<file path="config.mk">
export PLATFORM = sky130hd
export DESIGN_NAME = sega_pad_reader_flat
export DESIGN_NICKNAME = d
export VERILOG_FILES = /design/src/rtl/sega_pad_reader_pkg.sv /design/src/rtl/sega_pad_reader_if.sv /design/src/rtl/sega_pad_reader_decode.sv /design/src/rtl/sega_pad_reader.sv /design/src/flat_wrapper.sv
export SDC_FILE = /design/constraint.sdc
export NUM_CORES = 1
export LEC_CHECK = 0
export CAP_MARGIN = 40
export CELL_PAD_IN_SITES_DETAIL_PLACEMENT = 2
export CELL_PAD_IN_SITES_GLOBAL_PLACEMENT = 2
export CORE_UTILIZATION = 41
export CTS_CLUSTER_SIZE = 25
export DETAILED_ROUTE_END_ITERATION = 10
export GPL_TIMING_DRIVEN = 0
export PLACE_DENSITY_LB_ADDON = 0.1
export SYNTH_ARGS = -nofsm -noshare
export SYNTH_HDL_FRONTEND = slang
export SYNTH_HIERARCHICAL = 1
export SYNTH_SLANG_ARGS = --single-unit
</file>
<file path="constraint.sdc">
create_clock -name clk_sys -period 3.3 [get_ports clk_sys]
set_input_delay 0.33 -clock clk_sys [delete_from_list [all_inputs] [get_ports clk_sys]]
set_output_delay 0.33 -clock clk_sys [all_outputs]
set_load 0.02 [all_outputs]
</file>
<file path="src/rtl/sega_pad_reader_pkg.sv">
// Shared constants for the DB9 pad reader: poll step codes, button/pin bit
// positions and the 12-bit active-low button word type.
package joy_pkg;
    localparam int STEP_W = 8;

    localparam logic [7:0] S0 = 8'd0;
    localparam logic [7:0] S1 = 8'd1;
    localparam logic [7:0] S2 = 8'd2;
    localparam logic [7:0] S3 = 8'd3;
    localparam logic [7:0] S4 = 8'd4;
    localparam logic [7:0] S5 = 8'd5;
    localparam logic [7:0] S6 = 8'd6;
    localparam logic [7:0] S7 = 8'd7;

    // button word layout {M,X,Y,Z,S,A,C,B,R,L,D,U}
    localparam int J_U = 0;
    localparam int J_D = 1;
    localparam int J_L = 2;
    localparam int J_R = 3;
    localparam int J_B = 4;
    localparam int J_C = 5;
    localparam int J_A = 6;
    localparam int J_S = 7;
    localparam int J_Z = 8;
    localparam int J_Y = 9;
    localparam int J_X = 10;
    localparam int J_M = 11;

    // raw pin layout {p9,p6,right,left,down,up}
    localparam int P_U  = 0;
    localparam int P_D  = 1;
    localparam int P_L  = 2;
    localparam int P_R  = 3;
    localparam int P_P6 = 4;
    localparam int P_P9 = 5;

    typedef logic [11:0] joy_word_t;

    localparam joy_word_t   JOY_RELEASED = 12'hFFF;
    localparam logic [5:0]  PINS_IDLE    = 6'h3F;
endpackage

</file>
<file path="src/rtl/sega_pad_reader_if.sv">
// Pad-side and core-side signals of the pad reader. master is the reader,
// slave is the pads plus whatever consumes the decoded words.
interface sega_pad_reader_if;
    import joy_pkg::*;

    logic [5:0] joy1_pins_i;
    logic [5:0] joy2_pins_i;
    logic       joyX_p7_o;
    joy_word_t  joy1_o;
    joy_word_t  joy2_o;
    logic       six1_o;
    logic       six2_o;
    logic       poll_done_o;

    modport master (
        input  joy1_pins_i, joy2_pins_i,
        output joyX_p7_o, joy1_o, joy2_o, six1_o, six2_o, poll_done_o
    );

    modport slave (
        output joy1_pins_i, joy2_pins_i,
        input  joyX_p7_o, joy1_o, joy2_o, six1_o, six2_o, poll_done_o
    );
endinterface

</file>
<file path="src/rtl/sega_pad_reader_decode.sv">
// Per-port decoder: synchronises the raw pins, assembles the button word in a
// shadow register across steps S2..S6 and commits it atomically at S7.
module sega_pad_decode
    import joy_pkg::*;
(
    input  logic              clk_sys,
    input  logic              reset,
    input  logic [5:0]        pins,
    input  logic [STEP_W-1:0] step,
    input  logic              tick,
    output joy_word_t         joy,
    output logic              six
);
    logic [5:0] pins_meta;
    logic [5:0] pins_sync;
    joy_word_t  shadow;
    logic       sixflag;
    logic       md_pad;
    logic       rldu_low;

    // Mega Drive pads pull R and L low while select is low; SMS pads never do.
    assign md_pad   = ~pins_sync[P_R] & ~pins_sync[P_L];
    assign rldu_low = (pins_sync[3:0] == 4'h0);

    // two-flop synchroniser for the asynchronous pad pins
    always_ff @(posedge clk_sys or posedge reset) begin
        if (reset) begin
            pins_meta <= PINS_IDLE;
            pins_sync <= PINS_IDLE;
        end else begin
            pins_meta <= pins;
            pins_sync <= pins_meta;
        end
    end

    // step-driven capture into the shadow word, committed to the outputs at S7
    always_ff @(posedge clk_sys or posedge reset) begin
        if (reset) begin
            shadow  <= JOY_RELEASED;
            sixflag <= 1'b0;
            joy     <= JOY_RELEASED;
            six     <= 1'b0;
        end else if (tick) begin
            case (step)
                S2: begin
                    shadow[J_C:J_U] <= pins_sync;
                    sixflag         <= 1'b0;
                end
                S3: begin
                    if (md_pad)
                        shadow[J_S:J_A] <= pins_sync[P_P9:P_P6];
                    else
                        shadow[J_S:J_B] <= {2'b11, pins_sync[P_P9:P_P6]};
                end
                S5: begin
                    if (rldu_low)
                        sixflag <= 1'b1;
                end
                S6: begin
                    shadow[J_M:J_Z] <= sixflag ? pins_sync[P_R:P_U] : 4'hF;
                end
                S7: begin
                    joy <= shadow;
                    six <= sixflag;
                end
                default: ;
            endcase
        end
    end
endmodule

</file>
<file path="src/rtl/sega_pad_reader.sv">
// Self-timed DB9 pad poller: divider, poll step counter, shared select line
// and the commit pulse; one decoder per port.
module sega_pad_reader
    import joy_pkg::*;
#(
    parameter int TICK_DIV   = 1536,
    parameter int IDLE_STEPS = 248
)
(
    input  logic              clk_sys,
    input  logic              reset,
    sega_pad_reader_if.master bus
);
    localparam int                DIV_W     = (TICK_DIV > 1) ? $clog2(TICK_DIV) : 1;
    localparam logic [DIV_W-1:0]  DIV_LAST  = DIV_W'(TICK_DIV - 1);
    localparam logic [STEP_W-1:0] STEP_LAST = STEP_W'(7 + IDLE_STEPS);

    logic [DIV_W-1:0]  div;
    logic [STEP_W-1:0] step;
    logic              tick;
    logic              p7;
    logic              poll_done;

    assign tick = (div == DIV_LAST);

    // poll step timebase
    always_ff @(posedge clk_sys or posedge reset) begin
        if (reset)
            div <= '0;
        else if (tick)
            div <= '0;
        else
            div <= div + 1'b1;
    end

    // step counter: 8 active steps followed by the idle steps
    always_ff @(posedge clk_sys or posedge reset) begin
        if (reset)
            step <= '0;
        else if (tick)
            step <= (step == STEP_LAST) ? '0 : step + 1'b1;
    end

    // select line: low after leaving S0/S2/S4/S6, high otherwise
    always_ff @(posedge clk_sys or posedge reset) begin
        if (reset) begin
            p7 <= 1'b1;
        end else if (tick) begin
            case (step)
                S0, S2, S4, S6: p7 <= 1'b0;
                default:        p7 <= 1'b1;
            endcase
        end
    end

    // one-cycle strobe coinciding with the output commit
    always_ff @(posedge clk_sys or posedge reset) begin
        if (reset)
            poll_done <= 1'b0;
        else
            poll_done <= tick && (step == S7);
    end

    assign bus.joyX_p7_o   = p7;
    assign bus.poll_done_o = poll_done;

    sega_pad_decode u_dec1 (
        .clk_sys (clk_sys),
        .reset   (reset),
        .pins    (bus.joy1_pins_i),
        .step    (step),
        .tick    (tick),
        .joy     (bus.joy1_o),
        .six     (bus.six1_o)
    );

    sega_pad_decode u_dec2 (
        .clk_sys (clk_sys),
        .reset   (reset),
        .pins    (bus.joy2_pins_i),
        .step    (step),
        .tick    (tick),
        .joy     (bus.joy2_o),
        .six     (bus.six2_o)
    );
endmodule

</file>
<file path="src/flat_wrapper.sv">
// flat-port wrapper written by rule: the top's interface ports become plain ports
module sega_pad_reader_flat import joy_pkg::*;
#(
    parameter int TICK_DIV   = 1536,
    parameter int IDLE_STEPS = 248
)
  (clk_sys, reset, bus_joy1_pins_i, bus_joy2_pins_i, bus_joyX_p7_o, bus_joy1_o, bus_joy2_o, bus_six1_o, bus_six2_o, bus_poll_done_o);
  sega_pad_reader_if bus_i ();
  input  logic clk_sys;
  input  logic reset;
  input wire logic [$bits(bus_i.joy1_pins_i)-1:0] bus_joy1_pins_i;
  input wire logic [$bits(bus_i.joy2_pins_i)-1:0] bus_joy2_pins_i;
  output wire logic [$bits(bus_i.joyX_p7_o)-1:0] bus_joyX_p7_o;
  output wire logic [$bits(bus_i.joy1_o)-1:0] bus_joy1_o;
  output wire logic [$bits(bus_i.joy2_o)-1:0] bus_joy2_o;
  output wire logic [$bits(bus_i.six1_o)-1:0] bus_six1_o;
  output wire logic [$bits(bus_i.six2_o)-1:0] bus_six2_o;
  output wire logic [$bits(bus_i.poll_done_o)-1:0] bus_poll_done_o;
  assign bus_i.joy1_pins_i = bus_joy1_pins_i;
  assign bus_i.joy2_pins_i = bus_joy2_pins_i;
  assign bus_joyX_p7_o = bus_i.joyX_p7_o;
  assign bus_joy1_o = bus_i.joy1_o;
  assign bus_joy2_o = bus_i.joy2_o;
  assign bus_six1_o = bus_i.six1_o;
  assign bus_six2_o = bus_i.six2_o;
  assign bus_poll_done_o = bus_i.poll_done_o;
  sega_pad_reader #(.TICK_DIV(TICK_DIV), .IDLE_STEPS(IDLE_STEPS)) u_core (.clk_sys(clk_sys), .reset(reset), .bus(bus_i));
endmodule
</file>
After elaboration in Yosys (flattened, before gate mapping)
Index checks and enable logic that the tools add are counted.

cells by class
  divide/modulo/power cells = 0
  reductions and logical operators = 15
  bitwise logic cells = 6
  equality and inequality tests = 12
  shift operators = 0
  muxes and demuxes = 15
  $lt $le $gt $ge = 0
  $mul = 0
  add/sub/neg operators = 2

operator list
  operator               count
  $eq 8x3->1 const B     4
  $eq 8x2->1 const B     2
  $reduce_and 3->1       4
  $add 11x1->11 const B  1
  $eq 11x11->1 const B   1
  $mux 11                1
  $add 8x1->8 const B    1
  $eq 8x8->1 const B     1
  $logic_not 4->1        2
  $logic_not 8->1        1
  $mux 2                 4
  $mux 4                 2
  $mux 8                 1
  $ne 2x2->1 const B     4
  $pmux 2 s2             2
  $reduce_and 2->1       4
  $not 1->1              4
  $pmux 1 s2             2
  $reduce_bool 2->1      2
  $reduce_or 4->1        1
  $mux 1                 3
  $and 1x1->1            2
  $logic_and 1x1->1      1

storage, ports and cells
  input port bits = 14
  ROM bits = 0
  memories = 0
  RAM bits = 0
  logic and storage cells = 72
  flip-flop bits (word level) = 97
  bits in latches = 0

Logic depth before layout (Yosys ltp)
  depth in word-level cells = 4
  gate-level depth with buffers = 10

Hierarchy
Netlist, hierarchy kept.

by module, submodules not included
  module           times used  cells each  area an instance (um^2)
  sega_pad_decode  2           88          1556.5
  sega_pad_reader  1           96          1012.2

Worst setup path before layout
No wires, ideal clock.

  path kind = reg2reg
  start = reg u_core.div[0]
  end = reg u_core.u_dec1.six
  arrival time = 2.709 ns
  cell stages (with the launch flop) = 11
  setup slack = 0.466 ns
  buffers on the path = 3
  required time = 3.175 ns
  setup time = 0.125 ns
  path through = dfrtp_1 -> ha_1 -> nand4_2 -> or4b_1 -> buf_6 -> inv_4 -> buf_6 -> nand3b_1 -> nor3_4 -> buf_6 -> mux2_4

between the ends
  word-level cells in the longest chain between the ends = 2

ends and longest elaborated chain
  item                               line                          source
  from (decl)                        sega_pad_reader.sv:18         logic [DIV_W-1:0] div;
  from (signal assigned)             sega_pad_reader.sv:33         div <= div + 1'b1;
  $eq 11x11->1                       sega_pad_reader.sv:24         assign tick = (div == DIV_LAST);
  net u_core.tick                    sega_pad_reader.sv:20         logic tick;
  $reduce_and 2->1 (no source line)  -
  to (signal assigned)               sega_pad_reader_decode.sv:64  six <= sixflag;
  to (decl)                          sega_pad_reader_decode.sv:12  output logic six

The timed path passes the listed nets, and every way through them passes these cells.
A chain may end at the register's enable or synchronous reset.

Worst setup path in the final report
  start = reg u_core.div[0]
  end = reg u_core.u_dec2.shadow[2]

between the ends
  word-level cells in the longest chain between the ends = 2

ends and longest elaborated chain
  item                               line                          source
  $eq 11x11->1                       sega_pad_reader.sv:24
  net u_core.tick                    sega_pad_reader.sv:20
  $reduce_and 2->1 (no source line)  -
  to (signal, indexed assignment)    sega_pad_reader_decode.sv:51  shadow[J_S:J_A] <= pins_sync[P_P9:P_P6];
  to (signal, indexed assignment)    sega_pad_reader_decode.sv:53  shadow[J_S:J_B] <= {2'b11, pins_sync[P_P9:P_P6]};
  to (signal, indexed assignment)    sega_pad_reader_decode.sv:60  shadow[J_M:J_Z] <= sixflag ? pins_sync[P_R:P_U] : 4'hF;
  to (decl)                          sega_pad_reader_decode.sv:16  joy_word_t shadow;

The timed path passes the listed nets, and every way through them passes these cells.

==> impl_metrics.tcl <==
set metrics [dict create \
    status "finished clean" \
    fill_cells 935 \
    worstMarginPinSlew_ns 0.830 \
    p_sw_share_pct 20.7 \
    cp_slowest_cell "or4b_1" \
    grt_pass1_wl_mm 13.8 \
    synth_nets 290 \
    drc 0 \
    clockBufferDepth 2 \
    arrival_ns 3.32 \
    vias_per_cell 4.99 \
    die_area_um2 10500 \
    synth.ff_latch_count 97 \
    io_buffers 41 \
    ys_warn_count 6 \
    cts_tree "yes" \
    wl_per_cell_um 17.9 \
    firstDrtPassIters 3 \
    postRouteAntennaNets 0 \
    hold_viol 0 \
    hold_class "primary input to asynchronous set/reset pin" \
    cts_buffers 9 \
    critPathMaxFanout 13 \
    antenna_found_initial 0 \
    hpwl_mm 5.75 \
    grt_setup_unrepaired "false" \
    core_um2 9770 \
    grt_pass1_vias 2638 \
    final_net_count 350 \
    initial_core_util_pct 42.2 \
    setup-violations-final 0 \
    fmax_mhz 331 \
    pwr-share-comb_pct 2.6 \
    slew_headroom_pct 44.6 \
    finalPower_mw 2.15 \
    p_switching_uw 444 \
    p_leak_nw 1.98 \
    first_iter_violations 35 \
    cts-root-buf "clkbuf_8" \
    via_count 2346 \
    ir_drop_mv 0.257 \
    cp-start-kind "flip-flop" \
    overflow 0 \
    fin_skew_ns 0.0178 \
    crit_type "flip-flop to flip-flop" \
    cts-hold-fix-buffers 0 \
    cts_sinks 97 \
    netlist_area_um2 4130 \
    antennaDiodeCount 0 \
    dieWidth_um 102 \
    synth_cell_type_count 38 \
    p_per_area_nw_per_um2 424 \
    clk_pin_slew_ns 0.10 \
    crit_required_ns 3.60 \
    insertion_delay_ns 0.38 \
    grtUsageTotal_pct 18.0 \
    area_growth_pct 22.9 \
    dpl.cell_count 450 \
    dpl_cell_area_um2 4790 \
    power.share.clock_pct 40.2 \
    fin_worst_hold_slack_ns 0.285 \
    drt-total-wl_mm 8.42 \
    drive_above_1_share_pct 49.6 \
    cp_common_cell "buf_6" \
    critPathCaptureType "flip-flop" \
    synth.avg_cell_area_um2 15.2 \
    die_h_um 102 \
    timing.final.crit_share_pct 91.5 \
    final_cells 470 \
    seq_power_share_pct 57.2 \
    p_int_mw 1.70 \
    fin_area_um2 5070 \
    slew_viol_final 0 \
    path_cells "ha_1, nand4_2, or4b_1, buf_6, inv_4, buf_6, nand3b_1, buf_4, nor4_4, mux2_2" \
    grt_max_degree 23 \
    place.gp.congestion 0.725 \
    post_cts_resized 0 \
    htreeDepth 3 \
    tns_ns 0 \
    seq_area_frac_synth_pct 61.1 \
    row_count 36 \
    final.min_clock_period_ns 3.02 \
    boundaryPins 42 \
    syn_inst 272 \
    critical-path-max-stage-delay_ns 0.55 \
    max_cap_violations 0 \
]
-- final cells by class --
cell class | instances | area [um2] | area share [%]
Buffer | 6 | 67.6 | 1.33
Clock inverter | 3 | 43.8 | 0.864
Clock buffer | 13 | 190 | 3.75
Inverter | 12 | 47.5 | 0.938
Timing Repair Buffer | 49 | 546 | 10.8
Sequential cell | 97 | 2520 | 49.7
Tap cell | 133 | 166 | 3.28
Multi-Input combinational cell | 157 | 1490 | 29.4
-- power by group through the flow --
stage | combinational [mW] | sequential [mW] | clock [mW]
floorplan | 0.0210 | 1.24 | 0
global placement | 0.0444 | 1.25 | 0
detailed placement | 0.0579 | 1.25 | 0
CTS | 0.0585 | 1.23 | 0.911
global route | 0.0619 | 1.23 | 0.944
finish | 0.0557 | 1.23 | 0.864
-- cell families after synthesis --
family                     Yosys count  share of synthesized area (%)
AOI/OAI and AO/OA                   20                           3.79
xor gates and xnor gates             9                           1.91
adders and majority gates            4                           1.21
buffers and inverters               18                           2.79
DFF                                 97                           61.1
muxes                               50                           15.5
and+or+nand+nor                     74                           13.8
-- layer usage --
metal  vias to the layer above  GRT usage [%]  wire length (um)
li1                       1078              -                 -
met1                      1226           21.3              3580
met2                        34           31.2              4520
met3                         8           5.13               243
met4                         0           6.59                84
met5                         -              0                 0
-- layout by cell type (no fill, tap or decap), drive strengths merged --
cell	n
nor2b	1
inv	12
xnor2	5
dfrtp	24
a21oi	4
nand3b	4
nand4	6
dfstp	73
nand2	8
buf	14
nor4	4
or4	7
a2111oi	2
a21o	2
clkinv	2
ha	4
and2	2
nand2b	10
a22o	1
or3	6
clkdlybuf4s50	41
nor4b	3
mux2	50
nand3	6
o211ai	1
nor3	6
o21ai	10
and4	1
or4b	1
nor2	9
bufinv	1
xor2	4
clkbuf	13
-- state kept, by name (all words and copies together) (netlist names) --
register,flops
u_core/u_dec1/six,1
u_core/u_dec2/pins_meta,6
u_core/u_dec2/pins_sync,6
u_core/u_dec2/six,1
u_core/u_dec2/joy,12
u_core/bus.poll_done_o,1
u_core/u_dec1/joy,12
u_core/u_dec2/shadow,12
u_core/bus.joyX_p7_o,1
u_core/u_dec1/pins_meta,6
u_core/u_dec1/shadow,12
u_core/u_dec1/sixflag,1
u_core/div,11
u_core/step,8
u_core/u_dec1/pins_sync,6
u_core/u_dec2/sixflag,1
-- worst paths after layout --
kind | startpoint | to | slack (ns) | cells past startpoint
max | u_core/div[0]$_DFF_PP0_ | u_core/u_dec2/shadow[2]$_DFFE_PP1P_ | 0.28 | 10
min | reset | u_core/step[0]$_DFFE_PP0N_ | 0.29 | 2
max reg2reg | u_core/div[0]$_DFF_PP0_ | u_core/u_dec2/shadow[2]$_DFFE_PP1P_ | 0.28 | 10
min reg2reg | u_core/u_dec2/pins_meta[4]$_DFF_PP1_ | u_core/u_dec2/pins_sync[4]$_DFF_PP1_ | 0.36 | 0
max in group asynchronous | reset | u_core/u_dec2/pins_sync[4]$_DFF_PP1_ | 2.17 | 3
min in group clk_sys | u_core/u_dec2/pins_meta[4]$_DFF_PP1_ | u_core/u_dec2/pins_sync[4]$_DFF_PP1_ | 0.36 | 0
-- metrics by stage --
step,utilization [%],worst slack (ns)
after detailed placement,49.0,0.0531
after global routing,51.9,0.116
after CTS,51.4,0.0355
after global placement,48.1,0.109
final,51.9,0.281
after floorplan,-,0.466
-- critical path: cells and delay by family (launching register included) --
kind | cells | cell delay (ns)
and+or+nand+nor | 4 | 1.23
buffers and inverters | 4 | 0.66
DFF | 1 | 0.42
muxes | 1 | 0.39
adders and majority gates | 1 | 0.24
-- synthesized netlist by cell type, drive strengths merged --
cell	count	share of area, %
dfstp	73	46
mux2	50	15
dfrtp	24	15
inv	12	1.2
nand2b	10	1.5
o21ai	10	1.2
nor2	9	0.82
nand2	8	0.79
or4	7	1.5
buf	6	1.6
nand3	6	0.73
nand4	6	1.1
nor3	6	1.3
or3	6	0.91
xnor2	5	1.1
a21oi	4	0.49
ha	4	1.2
nand3b	4	0.73
nor4	4	2.1
xor2	4	0.85
nor4b	3	1.5
a2111oi	2	1.3
a21o	2	0.36
and2	2	0.30
a22o	1	0.21
and4	1	0.21
nor2b	1	0.15
o211ai	1	0.18
or4b	1	0.24
-- what timing repair did --
item | 4_1_cts | 5_1_grt
endpoints found under the hold margin | 0 | 0
pin swaps | 1 | 0
gates cloned | 0 | 0
setup buffers | 1 | 2
setup endpoints to repair | 1 | 11
No activity file was read; power rests on OpenSTA's default activity.
